## config.mk

```make
export PLATFORM = sky130hd
export DESIGN_NAME = esc_array_flat
export DESIGN_NICKNAME = d
export VERILOG_FILES = /design/src/rtl/esc_array_if.sv /design/src/rtl/esc_array.sv /design/src/flat_wrapper.sv
export SDC_FILE = /design/constraint.sdc
export NUM_CORES = 1
export LEC_CHECK = 0
export ABC_CLOCK_PERIOD_IN_PS = 4950
export BUFFER_PORTS_ARGS = -buffer_cell sky130_fd_sc_hd__buf_2
export CAP_MARGIN = 20
export CORE_ASPECT_RATIO = 0.5
export CORE_MARGIN = 3
export CORE_UTILIZATION = 33
export DETAILED_ROUTE_END_ITERATION = 8
export PLACE_DENSITY = 0.55
export SLEW_MARGIN = 20
export SYNTH_ARGS = -nofsm -noshare
export SYNTH_HDL_FRONTEND = slang
export SYNTH_SLANG_ARGS = --single-unit
```

## constraint.sdc

```tcl
create_clock -name clk -period 4.95 [get_ports clk]
set_clock_uncertainty 0.15 [all_clocks]
set_input_delay 0.495 -clock clk [delete_from_list [all_inputs] [get_ports clk]]
set_output_delay 0.495 -clock clk [all_outputs]
set_load 0.1 [all_outputs]
```

## src/rtl/esc_array_if.sv

```systemverilog
// ESC driver bus: motor command inputs and per-channel PWM/status outputs.
interface esc_array_if #(
  parameter int NUM_CH = 4,
  parameter int SPD_W  = 11
);
  logic                    wrt;
  logic                    motors_off;
  logic [NUM_CH*SPD_W-1:0] spd;
  logic [NUM_CH-1:0]       pwm;
  logic                    frame;
  logic                    ramping;

  modport master (
    output wrt, motors_off, spd,
    input  pwm, frame, ramping
  );

  modport slave (
    input  wrt, motors_off, spd,
    output pwm, frame, ramping
  );
endinterface

```

## src/rtl/esc_array.sv

```systemverilog
// Multi-channel ESC driver: latches speed targets, slews the applied speed
// once per PWM frame and emits frame-aligned servo-style pulses.
module esc_array #(
  parameter int NUM_CH    = 4,
  parameter int SPD_W     = 11,
  parameter int PERIOD_W  = 20,
  parameter int MIN_PULSE = 50000,
  parameter int SCALE     = 3,
  parameter int SLEW_STEP = 32
) (
  input  logic         clk,
  input  logic         rst_n,
  esc_array_if.slave   bus
);

  localparam longint MAX_PW = longint'(MIN_PULSE) +
                              longint'(SCALE) * ((longint'(1) << SPD_W) - 1);

  if (MAX_PW >= (longint'(1) << PERIOD_W)) begin : g_bad_range
    $error("esc_array: MIN_PULSE + SCALE*(2^SPD_W-1) must be below 2^PERIOD_W");
  end

  if (SLEW_STEP < 1) begin : g_bad_step
    $error("esc_array: SLEW_STEP must be at least 1");
  end

  // A step larger than the speed range behaves like a full-range step, so
  // saturating it lets the arithmetic stay within SPD_W+1 bits.
  localparam int STEP_SAT = (SLEW_STEP > (1 << SPD_W)) ? (1 << SPD_W) : SLEW_STEP;
  localparam logic [SPD_W:0]      STEP     = STEP_SAT[SPD_W:0];
  localparam logic [PERIOD_W-1:0] PW_MIN   = PERIOD_W'(MIN_PULSE);
  localparam logic [PERIOD_W-1:0] PW_SCALE = PERIOD_W'(SCALE);

  logic [PERIOD_W-1:0] cnt;
  logic [PERIOD_W-1:0] cnt_inc;
  logic                wrap;

  logic [SPD_W-1:0]    target   [NUM_CH];
  logic [SPD_W-1:0]    cur      [NUM_CH];
  logic [SPD_W-1:0]    cur_next [NUM_CH];
  logic [PERIOD_W-1:0] pw       [NUM_CH];

  logic [SPD_W:0]      up_sum;
  logic [SPD_W:0]      dn_dif;
  logic                any_diff;

  // Frame counter position decode: the edge leaving the all-ones count is the boundary.
  always_comb begin
    cnt_inc = cnt + 1'b1;
    wrap    = (cnt == '1);
  end

  // Free-running frame counter.
  always_ff @(posedge clk or negedge rst_n) begin
    if (!rst_n) begin
      cnt <= '0;
    end else begin
      cnt <= cnt_inc;
    end
  end

  // Target capture; shutdown clears every target regardless of wrt.
  always_ff @(posedge clk or negedge rst_n) begin
    if (!rst_n) begin
      for (int unsigned i = 0; i < NUM_CH; i++) begin
        target[i] <= '0;
      end
    end else if (bus.motors_off) begin
      for (int unsigned i = 0; i < NUM_CH; i++) begin
        target[i] <= '0;
      end
    end else if (bus.wrt) begin
      for (int unsigned i = 0; i < NUM_CH; i++) begin
        target[i] <= bus.spd[i*SPD_W +: SPD_W];
      end
    end
  end

  // Next applied speed: one clipped slew step toward target, or straight to 0 on shutdown.
  always_comb begin
    up_sum = '0;
    dn_dif = '0;
    for (int unsigned i = 0; i < NUM_CH; i++) begin
      up_sum      = {1'b0, cur[i]} + STEP;
      dn_dif      = {1'b0, cur[i]} - STEP;
      cur_next[i] = cur[i];
      if (bus.motors_off) begin
        cur_next[i] = '0;
      end else if (target[i] > cur[i]) begin
        cur_next[i] = (up_sum > {1'b0, target[i]}) ? target[i] : up_sum[SPD_W-1:0];
      end else if (target[i] < cur[i]) begin
        cur_next[i] = ({1'b0, cur[i]} >= (STEP + {1'b0, target[i]})) ?
                      dn_dif[SPD_W-1:0] : target[i];
      end
    end
  end

  // Applied speed and pulse width advance only on the frame boundary.
  always_ff @(posedge clk or negedge rst_n) begin
    if (!rst_n) begin
      for (int unsigned i = 0; i < NUM_CH; i++) begin
        cur[i] <= '0;
        pw[i]  <= PW_MIN;
      end
    end else if (wrap) begin
      for (int unsigned i = 0; i < NUM_CH; i++) begin
        cur[i] <= cur_next[i];
        pw[i]  <= PW_MIN + PW_SCALE * PERIOD_W'(cur_next[i]);
      end
    end
  end

  // PWM: rise at the boundary, fall on the edge where the counter reaches pw.
  always_ff @(posedge clk or negedge rst_n) begin
    if (!rst_n) begin
      bus.pwm <= '0;
    end else begin
      for (int unsigned i = 0; i < NUM_CH; i++) begin
        if (wrap) begin
          bus.pwm[i] <= 1'b1;
        end else if (cnt_inc == pw[i]) begin
          bus.pwm[i] <= 1'b0;
        end
      end
    end
  end

  // Any channel still away from its target.
  always_comb begin
    any_diff = 1'b0;
    for (int unsigned i = 0; i < NUM_CH; i++) begin
      if (cur[i] != target[i]) begin
        any_diff = 1'b1;
      end
    end
  end

  // Registered status outputs.
  always_ff @(posedge clk or negedge rst_n) begin
    if (!rst_n) begin
      bus.frame   <= 1'b0;
      bus.ramping <= 1'b0;
    end else begin
      bus.frame   <= wrap;
      bus.ramping <= any_diff;
    end
  end

endmodule

```

## src/flat_wrapper.sv

```systemverilog
// flat-port wrapper written by rule: the top's interface ports become plain ports
module esc_array_flat 
#(
  parameter int NUM_CH    = 4,
  parameter int SPD_W     = 11,
  parameter int PERIOD_W  = 20,
  parameter int MIN_PULSE = 50000,
  parameter int SCALE     = 3,
  parameter int SLEW_STEP = 32
)
  (clk, rst_n, bus_wrt, bus_motors_off, bus_spd, bus_pwm, bus_frame, bus_ramping);
  esc_array_if #(.NUM_CH(NUM_CH), .SPD_W(SPD_W)) bus_i ();
  input  logic clk;
  input  logic rst_n;
  input wire logic [$bits(bus_i.wrt)-1:0] bus_wrt;
  input wire logic [$bits(bus_i.motors_off)-1:0] bus_motors_off;
  input wire logic [$bits(bus_i.spd)-1:0] bus_spd;
  output wire logic [$bits(bus_i.pwm)-1:0] bus_pwm;
  output wire logic [$bits(bus_i.frame)-1:0] bus_frame;
  output wire logic [$bits(bus_i.ramping)-1:0] bus_ramping;
  assign bus_i.wrt = bus_wrt;
  assign bus_i.motors_off = bus_motors_off;
  assign bus_i.spd = bus_spd;
  assign bus_pwm = bus_i.pwm;
  assign bus_frame = bus_i.frame;
  assign bus_ramping = bus_i.ramping;
  esc_array #(.NUM_CH(NUM_CH), .SPD_W(SPD_W), .PERIOD_W(PERIOD_W), .MIN_PULSE(MIN_PULSE), .SCALE(SCALE), .SLEW_STEP(SLEW_STEP)) u_core (.clk(clk), .rst_n(rst_n), .bus(bus_i));
endmodule
```

==> metrics.md <==
| Metric | Value |
|---|---|
| CP Buf/Inv Count | 2 |
| Asr flop ratio synth | 100% |
| CP max stage delay | 0.47 ns |
| Mapped cell area | 0.0148 mm^2 |
| Dpl hpwl | 29700 um |
| Vias in the first global route | 12274 |
| Ant. Diodes | 0 |
| Clock Latency Late Sink | 0.44 ns |
| Nets | approximately 2200 |
| Final Cycle Share | 95.7% |
| Residual DRC | 0 |
| H-tree levels | 4 |
| Row count | 54 |
| Crit path max-delay family | compound AO/OA/AOI/OAI gates |
| Post-synth cell types | 90 |
| Die footprint | around 0.048 mm^2 |
| Die height | 156 um |
| Total GRT Usage | 16.8% |
| Slew @ Worst Pin | 0.906 ns |
| Largest net degree at the start of global routing | 83 |
| Hold Path Sink | u_core.target[0]$_DFFE_PN0P_ |
| Total I/O pin count | 54 |
| Via count | around 13000 |
| CTS buffer count | 17 |
| First-pass GRT wire length | around 66000 um |
| Final Max Tran Viols | 0 |
| Critical-path cell list | inv_4, nor3_4, xnor2_1, inv_1, ha_4, nand4_1, or3_4, o31ai_4, nand2_2, a21boi_4, mux2i_1, nor2_1, ha_1, ha_4, fa_2, a21o_1, a21oi_2, o21bai_1, a21oi_2, o21ai_2, a21o_1, a21oi_2, o21ai_1 |
| Worst r2r src | u_core.cur[38]$_DFFE_PN0P_ |
| Layout cells sized above 1 | 24.2% |
| DRT iter0 DRCs | 625 |
| CTS tree | built |
| Initial Util | between 30% and 40% |
| Critical Path RT | roughly 5.1 ns |
| Syn_area_per_cell | 8.75 um^2 |
| Slowest cell on crit path | dfrtp_2 |
| Placer Congestion | about 0.94 |
| Final Core Density | 41.8% |
| Slew margin rel. | 39.4% |
| Max Cap Viol | 0 |
| Most used DFF post-synth | dfrtp_1 |
| Clk root buf | clkbuf_16 |
| Most used cell, CP | a21oi_2 |
| Gr ovfl total | 0 |
| Critical path fanouts, max | 6 |
| Total core area | 0.0439 mm^2 |
| Min Tclk post-route | 4.74 ns |
| Vias per cell | 5.04 |
| WHS Path Cells | 3 |
| # fillers | 4376 |
| Syn. warnings | 0 |
| Hold WC Path Type | input port to flop |
| Leak | 8.80 nW |
| DR WL/cell | between 15 and 20 um |
| Total power | 3.81 mW |
| Status | finished clean |
| PD cells | 208 mW/mm^2 |
| Clk sink count | roughly 160 |
| ANT nets after route | 0 |
| Final wirelength | 40000 um |
| R2r setup slk | approximately 0.21 ns |
| Hold path startpoint | bus_spd[33] |
| EDFF count, synth | 0 |
| Clk pin slew, worst setup/hold paths | ~0.070 ns |
| Max VDD drop | ~0.18 mV |
| Count of final setup violators | 0 |
| Critical R2R Capture | u_core.pw[72]$_DFFE_PN0P_ |
| Register area share after synthesis | roughly 28% |
| Hold Fails Final Rpt | 0 |
| Initial antenna violation count | 1 |
| Die W | about 300 um |
| Max Clock Freq | 0.211 GHz |
| Critical Path Source Type | flop |
| Router iterations before antenna repair | 5 |
| Syn Nets | about 1900 |
| IO buf count | 53 |
| Synth Register Bits | 162 |
| Setup CP Type | flop to flop |
| Reg2Reg Depth | 23 |
| TNS Setup | 0 ns |
| Worst setup EP type | flop |
| Area growth, synth to finish | 23.9% |
| Worst EP arrival | around 5 ns |
| CTS max path bufs | 2 |
| Mapped Cells | 1693 |
-- cells in the mapped netlist (6+ instances only) --
cell type | n | area share [%]
ha_1 | 196 | 17
inv_1 | 161 | 4.1
dfrtp_1 | 146 | 25
nand2_1 | 137 | 3.5
nor2_1 | 123 | 3.1
o21ai_0 | 94 | 3.2
xnor2_1 | 93 | 5.5
mux2i_1 | 84 | 5.7
a21oi_1 | 77 | 2.6
nand3_1 | 55 | 1.9
xor2_1 | 55 | 3.3
nor3_1 | 37 | 1.3
clkbuf_1 | 30 | 0.76
a21o_1 | 29 | 1.5
o22ai_1 | 24 | 1.0
and3_1 | 20 | 0.85
nand4_1 | 20 | 0.85
a211oi_1 | 19 | 0.96
dfstp_2 | 16 | 2.8
buf_2 | 14 | 0.47
o211ai_1 | 13 | 0.66
a31oi_1 | 12 | 0.51
mux2_2 | 12 | 0.91
o21bai_1 | 12 | 0.61
a22o_1 | 11 | 0.65
nand2b_1 | 11 | 0.46
nor2b_1 | 11 | 0.46
and2_1 | 10 | 0.42
buf_1 | 10 | 0.25
o21a_1 | 10 | 0.51
or3_1 | 10 | 0.42
nor4_1 | 8 | 0.34
o31ai_1 | 8 | 0.41
and4_1 | 7 | 0.41
a21boi_0 | 6 | 0.30
a31o_2 | 6 | 0.35
o221ai_1 | 6 | 0.35
-- layer usage --
metal | up-vias | wire length, um | GRT usage [%]
met4 | 2 | 430 | 3.23
met1 | 6008 | 20400 | 24.4
li1 | 6472 | - | -
met3 | 32 | 1350 | 2.75
met5 | - | 13 | 0
met2 | 178 | 17800 | 26.5
-- registers in the layout, indices dropped and copies added, names as in the netlist --
| signal | count |
|---|---|
| u_core.bus.frame | 1 |
| u_core.target | 44 |
| u_core.bus.pwm | 4 |
| u_core.cnt | 20 |
| u_core.pw | 48 |
| u_core.cur | 44 |
| u_core.bus.ramping | 1 |
-- cells in the final DEF (no fill, tap or decap), drive strengths merged, types with 11 or more instances in the layout --
cell and n:
a211oi 19, a21o 29, a21oi 77, a22o 11, a31oi 12, and2 11
and3 21, buf 262, clkbuf 20, dfrtp 146, dfstp 16, ha 196
inv 164, mux2 12, mux2i 84, nand2 137, nand2b 11, nand3 58
nand4 21, nor2 127, nor2b 11, nor3 39, o211ai 13, o21ai 99
o21bai 12, o22ai 25, o31ai 11, xnor2 97, xor2 57
-- tightest hold or removal path, stage by stage --
cell and delay (ns):
buf_2 0.07, mux2i_1 0.05, nor2_1 0.07
-- area by class of cell --
type,count,area (um^2),area share (%)
Clock buffer,20,447,2.44
Tap cell,588,736,4.01
Clock inverter,12,159,0.866
Timing Repair Buffer,263,1890,10.3
Multi-Input combinational cell,1311,10400,56.7
Inverter,163,622,3.39
Sequential cell,162,4080,22.3
-- repair_timing --
action,CTS,global route
pin swaps,7,87
setup endpoints to repair,10,21
buffers inserted,7,31
hold buffers,1,0
gates resized for setup,14,120
hold endpoints to repair,4,0
-- metrics by stage --
step	instances	area, um^2	setup WS, ns	hold slack [ns]
2_1_floorplan	1693	14800	-0.0204	0.0494
3_3_place_gp	2448	16900	-0.0796	0.322
3_5_place_dp	2448	16900	-0.137	0.328
4_1_cts	2488	17600	0.00394	0.120
5_1_grt	2519	18300	-0.0752	0.139
6_report	2519	18300	0.214	0.142
-- worst max-delay path by stage --
stage / start / end / slack, ns / cells past startpoint
final: u_core.cur[38]$_DFFE_PN0P_ / u_core.pw[72]$_DFFE_PN0P_ / 0.21 / 23
after global routing: u_core.target[5]$_DFFE_PN0P_ / u_core.pw[12]$_DFFE_PN0P_ / -0.08 / 24
after CTS: u_core.cur[6]$_DFFE_PN0P_ / u_core.pw[12]$_DFFE_PN0P_ / 0.004 / 24
after detailed placement: u_core.cur[16]$_DFFE_PN0P_ / u_core.pw[30]$_DFFE_PN0P_ / -0.14 / 25
after global placement: u_core.cur[5]$_DFFE_PN0P_ / u_core.pw[12]$_DFFE_PN0P_ / -0.08 / 24
after floorplan: u_core.cur[7]$_DFFE_PN0P_ / u_core.pw[12]$_DFFE_PN0P_ / -0.02 / 25
-- where the power goes --
part	switching [mW]	leakage (nW)	internal (mW)	total, mW
registers	0.0239	1.85	1.34	1.37
clock network	0.600	0.279	0.810	1.41
logic	0.546	6.67	0.489	1.03
-- logic make-up after synthesis --
group                    Yosys count  share of synthesized area, %
AO/OA/AOI/OAI                    383                          17.5
XOR/XNOR                         154                          9.64
adder cells (fa/ha/maj)          200                          17.1
buffers and inverters            220                          5.85
flip-flops                       162                          27.5
multiplexers                      96                          6.59
AND/OR/NAND/NOR                  478                          15.8
(Power assumes the default switching activity.)
